==> src/rtl/alu_pkg.sv <==
// Shared op codes and FSM encoding for the sequential ALU.
// The shift ops are the only multi-cycle ones, so is_shift() selects the FSM path.
package alu_pkg;

  localparam logic [2:0] OP_SRA = 3'b000;
  localparam logic [2:0] OP_SRL = 3'b001;
  localparam logic [2:0] OP_SUB = 3'b010;
  localparam logic [2:0] OP_ADD = 3'b011;
  localparam logic [2:0] OP_SLL = 3'b100;
  localparam logic [2:0] OP_AND = 3'b101;
  localparam logic [2:0] OP_OR  = 3'b110;
  localparam logic [2:0] OP_SLT = 3'b111;

  typedef enum logic [1:0] {
    ST_IDLE  = 2'b00,
    ST_SHIFT = 2'b01,
    ST_DONE  = 2'b10
  } state_e;

  function automatic logic is_shift(input logic [2:0] op);
    return (op == OP_SRA) || (op == OP_SRL) || (op == OP_SLL);
  endfunction

endpackage

==> src/rtl/alu_seq_comb.sv <==
// Single-cycle ALU ops (ADD/SUB/AND/OR/SLT) plus signed overflow.
// Shift op codes produce zero here; the sequencer handles them.
module alu_seq_comb
  import alu_pkg::*;
#(
  parameter int WIDTH = 32
) (
  input  logic [WIDTH-1:0] a_i,
  input  logic [WIDTH-1:0] b_i,
  input  logic [2:0]       op_i,
  output logic [WIDTH-1:0] result_o,
  output logic             ovf_o
);

  logic [WIDTH-1:0] sum;
  logic [WIDTH-1:0] diff;
  logic             lt;

  assign sum  = a_i + b_i;
  assign diff = a_i - b_i;
  assign lt   = $signed(a_i) < $signed(b_i);

  always_comb begin
    result_o = '0;
    ovf_o    = 1'b0;
    case (op_i)
      OP_ADD: begin
        result_o = sum;
        ovf_o    = (a_i[WIDTH-1] == b_i[WIDTH-1]) && (sum[WIDTH-1] != a_i[WIDTH-1]);
      end
      OP_SUB: begin
        result_o = diff;
        // B's sign is effectively inverted for subtraction
        ovf_o    = (a_i[WIDTH-1] != b_i[WIDTH-1]) && (diff[WIDTH-1] != a_i[WIDTH-1]);
      end
      OP_AND:  result_o = a_i & b_i;
      OP_OR:   result_o = a_i | b_i;
      OP_SLT:  result_o = {{(WIDTH-1){1'b0}}, lt};
      default: result_o = '0;
    endcase
  end

endmodule

==> src/rtl/alu_seq.sv <==
// Sequential ALU: single-cycle ops finish in 1 cycle, shifts take 1+shamt (one bit per cycle).
// Result is held in DONE until out_ready; no new request is taken until back in IDLE.
module alu_seq
  import alu_pkg::*;
#(
  parameter int WIDTH = 32,
  parameter int SHW   = $clog2(WIDTH)
) (
  input  logic             clk,
  input  logic             reset,
  input  logic             in_valid,
  output logic             in_ready,
  input  logic [WIDTH-1:0] in_a,
  input  logic [WIDTH-1:0] in_b,
  input  logic [SHW-1:0]   in_shamt,
  input  logic [2:0]       in_op,
  output logic             out_valid,
  input  logic             out_ready,
  output logic [WIDTH-1:0] out_result,
  output logic             out_ovf,
  output logic             busy
);

  localparam logic [SHW-1:0] CNT_ONE = SHW'(1);

  state_e           state_q, state_d;
  logic [WIDTH-1:0] work_q,  work_d;
  logic [WIDTH-1:0] res_q,   res_d;
  logic [SHW-1:0]   cnt_q,   cnt_d;
  logic [2:0]       op_q,    op_d;
  logic             ovf_q,   ovf_d;

  logic [WIDTH-1:0] comb_res;
  logic             comb_ovf;
  logic [WIDTH-1:0] shift_nxt;

  alu_seq_comb #(.WIDTH(WIDTH)) u_comb (
    .a_i      (in_a),
    .b_i      (in_b),
    .op_i     (in_op),
    .result_o (comb_res),
    .ovf_o    (comb_ovf)
  );

  // SRA keeps replicating the MSB, which is the latched A[WIDTH-1]
  always_comb begin
    case (op_q)
      OP_SRA:  shift_nxt = {work_q[WIDTH-1], work_q[WIDTH-1:1]};
      OP_SLL:  shift_nxt = {work_q[WIDTH-2:0], 1'b0};
      default: shift_nxt = {1'b0, work_q[WIDTH-1:1]};
    endcase
  end

  always_comb begin
    state_d = state_q;
    work_d  = work_q;
    res_d   = res_q;
    cnt_d   = cnt_q;
    op_d    = op_q;
    ovf_d   = ovf_q;

    in_ready  = (state_q == ST_IDLE);
    out_valid = (state_q == ST_DONE);
    busy      = (state_q != ST_IDLE);

    case (state_q)
      ST_IDLE: begin
        if (in_valid) begin
          op_d = in_op;
          if (!is_shift(in_op)) begin
            res_d   = comb_res;
            ovf_d   = comb_ovf;
            state_d = ST_DONE;
          end else if (in_shamt == '0) begin
            res_d   = in_a;
            ovf_d   = 1'b0;
            state_d = ST_DONE;
          end else begin
            work_d  = in_a;
            cnt_d   = in_shamt;
            state_d = ST_SHIFT;
          end
        end
      end
      ST_SHIFT: begin
        work_d = shift_nxt;
        cnt_d  = cnt_q - CNT_ONE;
        if (cnt_q == CNT_ONE) begin
          res_d   = shift_nxt;
          ovf_d   = 1'b0;
          state_d = ST_DONE;
        end
      end
      ST_DONE: begin
        if (out_ready) state_d = ST_IDLE;
      end
      default: begin
        state_d = ST_IDLE;
        cnt_d   = '0;
      end
    endcase
  end

  always_ff @(posedge clk or posedge reset) begin
    if (reset) begin
      state_q <= ST_IDLE;
      work_q  <= '0;
      res_q   <= '0;
      cnt_q   <= '0;
      op_q    <= OP_SRA;
      ovf_q   <= 1'b0;
    end else begin
      state_q <= state_d;
      work_q  <= work_d;
      res_q   <= res_d;
      cnt_q   <= cnt_d;
      op_q    <= op_d;
      ovf_q   <= ovf_d;
    end
  end

  assign out_result = res_q;
  assign out_ovf    = ovf_q;

endmodule
==> config.mk <==
export PLATFORM = sky130hd
export DESIGN_NAME = alu_seq
export DESIGN_NICKNAME = d
export VERILOG_FILES = /design/src/rtl/alu_pkg.sv /design/src/rtl/alu_seq_comb.sv /design/src/rtl/alu_seq.sv
export SDC_FILE = /design/constraint.sdc
export NUM_CORES = 1
export LEC_CHECK = 0
export ABC_AREA = 1
export CORE_MARGIN = 2
export CORE_UTILIZATION = 40
export DETAILED_ROUTE_END_ITERATION = 7
export PLACE_DENSITY = 0.72
export SETUP_SLACK_MARGIN = 0.3
export SYNTH_ARGS = -nofsm -noshare
export SYNTH_HDL_FRONTEND = slang
export SYNTH_HIERARCHICAL = 1
export SYNTH_SLANG_ARGS = --single-unit
==> constraint.sdc <==
create_clock -name clk -period 2.35 [get_ports clk]
set_clock_uncertainty 0.1 [all_clocks]
set_input_delay 0.3525 -clock clk [delete_from_list [all_inputs] [get_ports clk]]
set_output_delay 0.3525 -clock clk [all_outputs]
set_load 0.005 [all_outputs]
==> results.json <==
{
  "status": "finished with violations",
  "violations": "setup timing",
  "post-place-ws_ns": -0.9620,
  "tritoncts": "done",
  "cp-end-kind": "flip-flop",
  "fmax_ghz": 0.4232,
  "firstDrtPassIters": 6,
  "coreArea_mm2": 0.02793,
  "clockBufferDepth": 2,
  "num_vias": 14610,
  "grt_pass1_vias": 13950,
  "insertion_delay_ns": 0.34,
  "ys_ff_latch": 75,
  "switchingPower_mw": 5.104,
  "async_flop_share_pct": 100.0,
  "yosys_warnings": 6,
  "multiInputGateArea_mm2": 0.01015,
  "yosysUniqueCellTypes": 48,
  "cts_root_buffer": "clkbuf_16",
  "grt_max_degree": 48,
  "area_growth_pct": 63.63,
  "cp.required_ns": 2.48,
  "io_buffer_count": 111,
  "p_sw_share_pct": 46.54,
  "crit_top_cell": "nand2_1",
  "ant_nets": 0,
  "hold_ws_ns": 0.2871,
  "period_needed_ns": 2.363,
  "instances_no_fill": 2866,
  "synth_edf_count": 0,
  "hold_buffers": 0,
  "drive_gt1_share_pct": 43.85,
  "dp_cells": 2787,
  "initial_core_util_pct": 40.87,
  "ir_worst_vdd_mv": 0.6462,
  "clkSlewWorstSetupHoldPaths_ns": 0.06,
  "power_frac_seq_pct": 20.7,
  "powerDensity_mw_per_mm2": 587.1,
  "pwr-share-clk_pct": 13.8,
  "worstRegToRegCells": 10,
  "power_frac_comb_pct": 65.5,
  "drc": 0,
  "critical_path_class": "primary input to flip-flop",
  "antenna_found_initial": 0,
  "p_int_mw": 5.864,
  "ys.flop_type": "dfrtp_1",
  "worst-r2r-setup-slack_ns": 0.61,
  "cts_inserted_buffers": 9,
  "num_io_pins": 112,
  "rows": 61,
  "cp_slowest_cell": "fa_2",
  "viasPerCell": 5.097,
  "grt_setup_unrepaired": "true",
  "critPathLaunch": "in_b[0]",
  "grt_pass1_wl_um": 74010,
  "regArea_mm2": 0.001877,
  "start_kind": "primary input",
  "period_share_pct": 100.6,
  "cap_violations": 0,
  "slew-limit-headroom_pct": 67.35,
  "fin_util_pct": 66.87,
  "fillers": 2496,
  "htree_levels": 3,
  "syn-num-nets": 2234,
  "slew_violations": 0,
  "overflow": 0,
  "cp_max_fo": 4,
  "hpwl_um": 37610,
  "r2r_start": "state_q[1]$_DFFE_PP0P_",
  "cpPeakStageDelay_ns": 0.42,
  "setup_violations": 2,
  "drtIter0Drc": 1132,
  "tightest_slew_ns": 0.4888,
  "synth_area_per_cell_um2": 5.585,
  "worst_slack_ns": -0.01305,
  "path_cells": "buf_8, ha_4, fa_2, nand2_2, nand2_1, nand3b_1, nand2_2, buf_6, nand2_4, nand2_8, o21ai_2, nand3b_1, inv_1, nand2_1, nand2_1, nand2_1, nand2_1, nand2_1",
  "cp.arrival_ns": 2.49,
  "clock_sinks": 75,
  "antenna_cells": 0,
  "netlist_area_mm2": 0.01142,
  "fp.dieArea_mm2": 0.02991,
  "final_nets": 2673,
  "die_x_um": 172.9,
  "gr-usage-all-layers_pct": 30.97,
  "die-height_um": 172.9,
  "routedWlPerCell_um": 16.96,
  "hold_viol": 0,
  "globalplace.congestion": 0.9714,
  "drt_wl_total_um": 48610,
  "hp-class": "primary input to async pin",
  "p_leak_nw": 10.34,
  "syn_inst": 2044,
  "r2r-end": "out_result[29]$_DFFE_PP0P_",
  "yosysSeqAreaShare_pct": 16.44
}
[power by group through the flow]
stage | logic (mW) | registers, mW | clock network (mW)
final | 7.19 | 2.27 | 1.51
after global routing | 7.86 | 2.34 | 1.58
after CTS | 6.75 | 2.26 | 1.53
after detailed placement | 6.17 | 2.27 | 0
after global placement | 6.06 | 2.25 | 0
after floorplan | 3.69 | 2.22 | 0
[cells by family after synthesis]
group           count (synthesis)  synth area share (%)
simple gates                 1228                 45.57
fa+ha+maj                     114                 12.63
compound gates                147                 7.826
buf+inv                       475                 17.15
xor+xnor                        5                0.3836
flops                          75                 16.44
[Yosys cell counts, types with 2 or more instances]
| library cell | number | area, µm² |
|---|---|---|
| a21oi_1 | 54 | 270.3 |
| a21oi_2 | 3 | 26.28 |
| a31oi_1 | 5 | 31.28 |
| and3_1 | 2 | 12.51 |
| buf_2 | 36 | 180.2 |
| buf_4 | 22 | 165.2 |
| buf_6 | 5 | 56.30 |
| clkbuf_1 | 9 | 33.78 |
| clkinv_1 | 3 | 11.26 |
| dfrtp_1 | 75 | 1877 |
| fa_1 | 2 | 40.04 |
| ha_1 | 112 | 1401 |
| inv_1 | 378 | 1419 |
| inv_2 | 21 | 78.83 |
| nand2_1 | 827 | 3104 |
| nand2_2 | 28 | 175.2 |
| nand3_1 | 215 | 1076 |
| nand3_2 | 3 | 30.03 |
| nand3_4 | 2 | 35.03 |
| nand3b_1 | 11 | 82.58 |
| nand4_1 | 14 | 87.58 |
| nor2_1 | 88 | 330.3 |
| nor2_2 | 14 | 87.58 |
| nor3_1 | 11 | 55.05 |
| nor3_2 | 5 | 50.05 |
| o2111ai_1 | 4 | 35.03 |
| o211ai_2 | 2 | 25.02 |
| o21ai_0 | 34 | 170.2 |
| o21ai_1 | 8 | 40.04 |
| o21bai_1 | 7 | 52.55 |
| o22ai_1 | 18 | 112.6 |
| o22ai_2 | 6 | 75.07 |
| or2_2 | 2 | 12.51 |
| xor2_1 | 4 | 35.03 |
[metal layers]
layer	wire length [µm]	up-vias	part of all wire [%]	global-route usage [%]
li1	-	7110	-	-
met1	22010	6933	45	43.07
met2	22670	486	47	50.72
met3	2625	78	5.4	3.342
met4	1304	0	2.7	8.863
met5	0	-	0	0
[per-stage QoR]
step	TNS, ns	power (mW)	cell area (µm²)
global placement	-23.11	8.308	15450
CTS	0	10.55	17630
global route	-0.5805	11.78	18680
finish	-0.02452	10.97	18680
detailed placement	-23.74	8.437	15450
floorplan	0	5.907	11790
[what timing repair did]
action                                  4_1_cts  5_1_grt
gates cloned                                  0        0
resized for setup                           641      333
endpoints found under the setup margin       33       34
setup buffers                                45       18
pin swaps                                   177      176
[state kept, by name, summed over array words and instances (netlist names)]
signal,flops
out_ovf,1
state_q,2
op_q,3
work_q,32
cnt_q,5
out_result,32
[worst max path at each step]
| stage | endpoint | cells after the start |
|---|---|---|
| after global routing | out_result[0]$_DFFE_PP0P_ | 23 |
| after floorplan | out_result[12]$_DFFE_PP0P_ | 17 |
| after global placement | out_result[26]$_DFFE_PP0P_ | 18 |
| after CTS | out_result[12]$_DFFE_PP0P_ | 19 |
| after detailed placement | out_result[26]$_DFFE_PP0P_ | 18 |
| final | out_result[14]$_DFFE_PP0P_ | 18 |
[cells in the final DEF (no fill, tap or decap), drive strengths merged, types with 5 or more instances in the layout]
cell type / netlist / final
buf: 63 / 431
nand4: 14 / 14
nand2: 855 / 855
clkbuf: 10 / 25
nand3: 220 / 220
nand3b: 12 / 12
clkdlybuf4s50: 0 / 44
clkinv: 3 / 5
a31oi: 5 / 5
nor3: 17 / 17
o22ai: 24 / 24
nor2: 103 / 103
inv: 399 / 397
o21ai: 42 / 42
dfrtp: 75 / 75
o21bai: 7 / 7
a21oi: 58 / 58
ha: 112 / 112
[worst max-delay path, delay by kind of cell]
kind            cells  cell delay [ns]
simple gates       12             1.05
fa+ha+maj           2             0.57
buf+inv             3             0.35
compound gates      1             0.14
[final cells by class]
| type | count | area share, % |
|---|---|---|
| flip-flops and latches | 75 | 10.05 |
| clock inverters | 6 | 0.4756 |
| inverters | 402 | 8.513 |
| clock buffers | 10 | 1.279 |
| well taps | 378 | 2.532 |
| repair buffers | 501 | 22.80 |
| multi-input cells | 1494 | 54.35 |
Power figures use the tool's default switching activity.
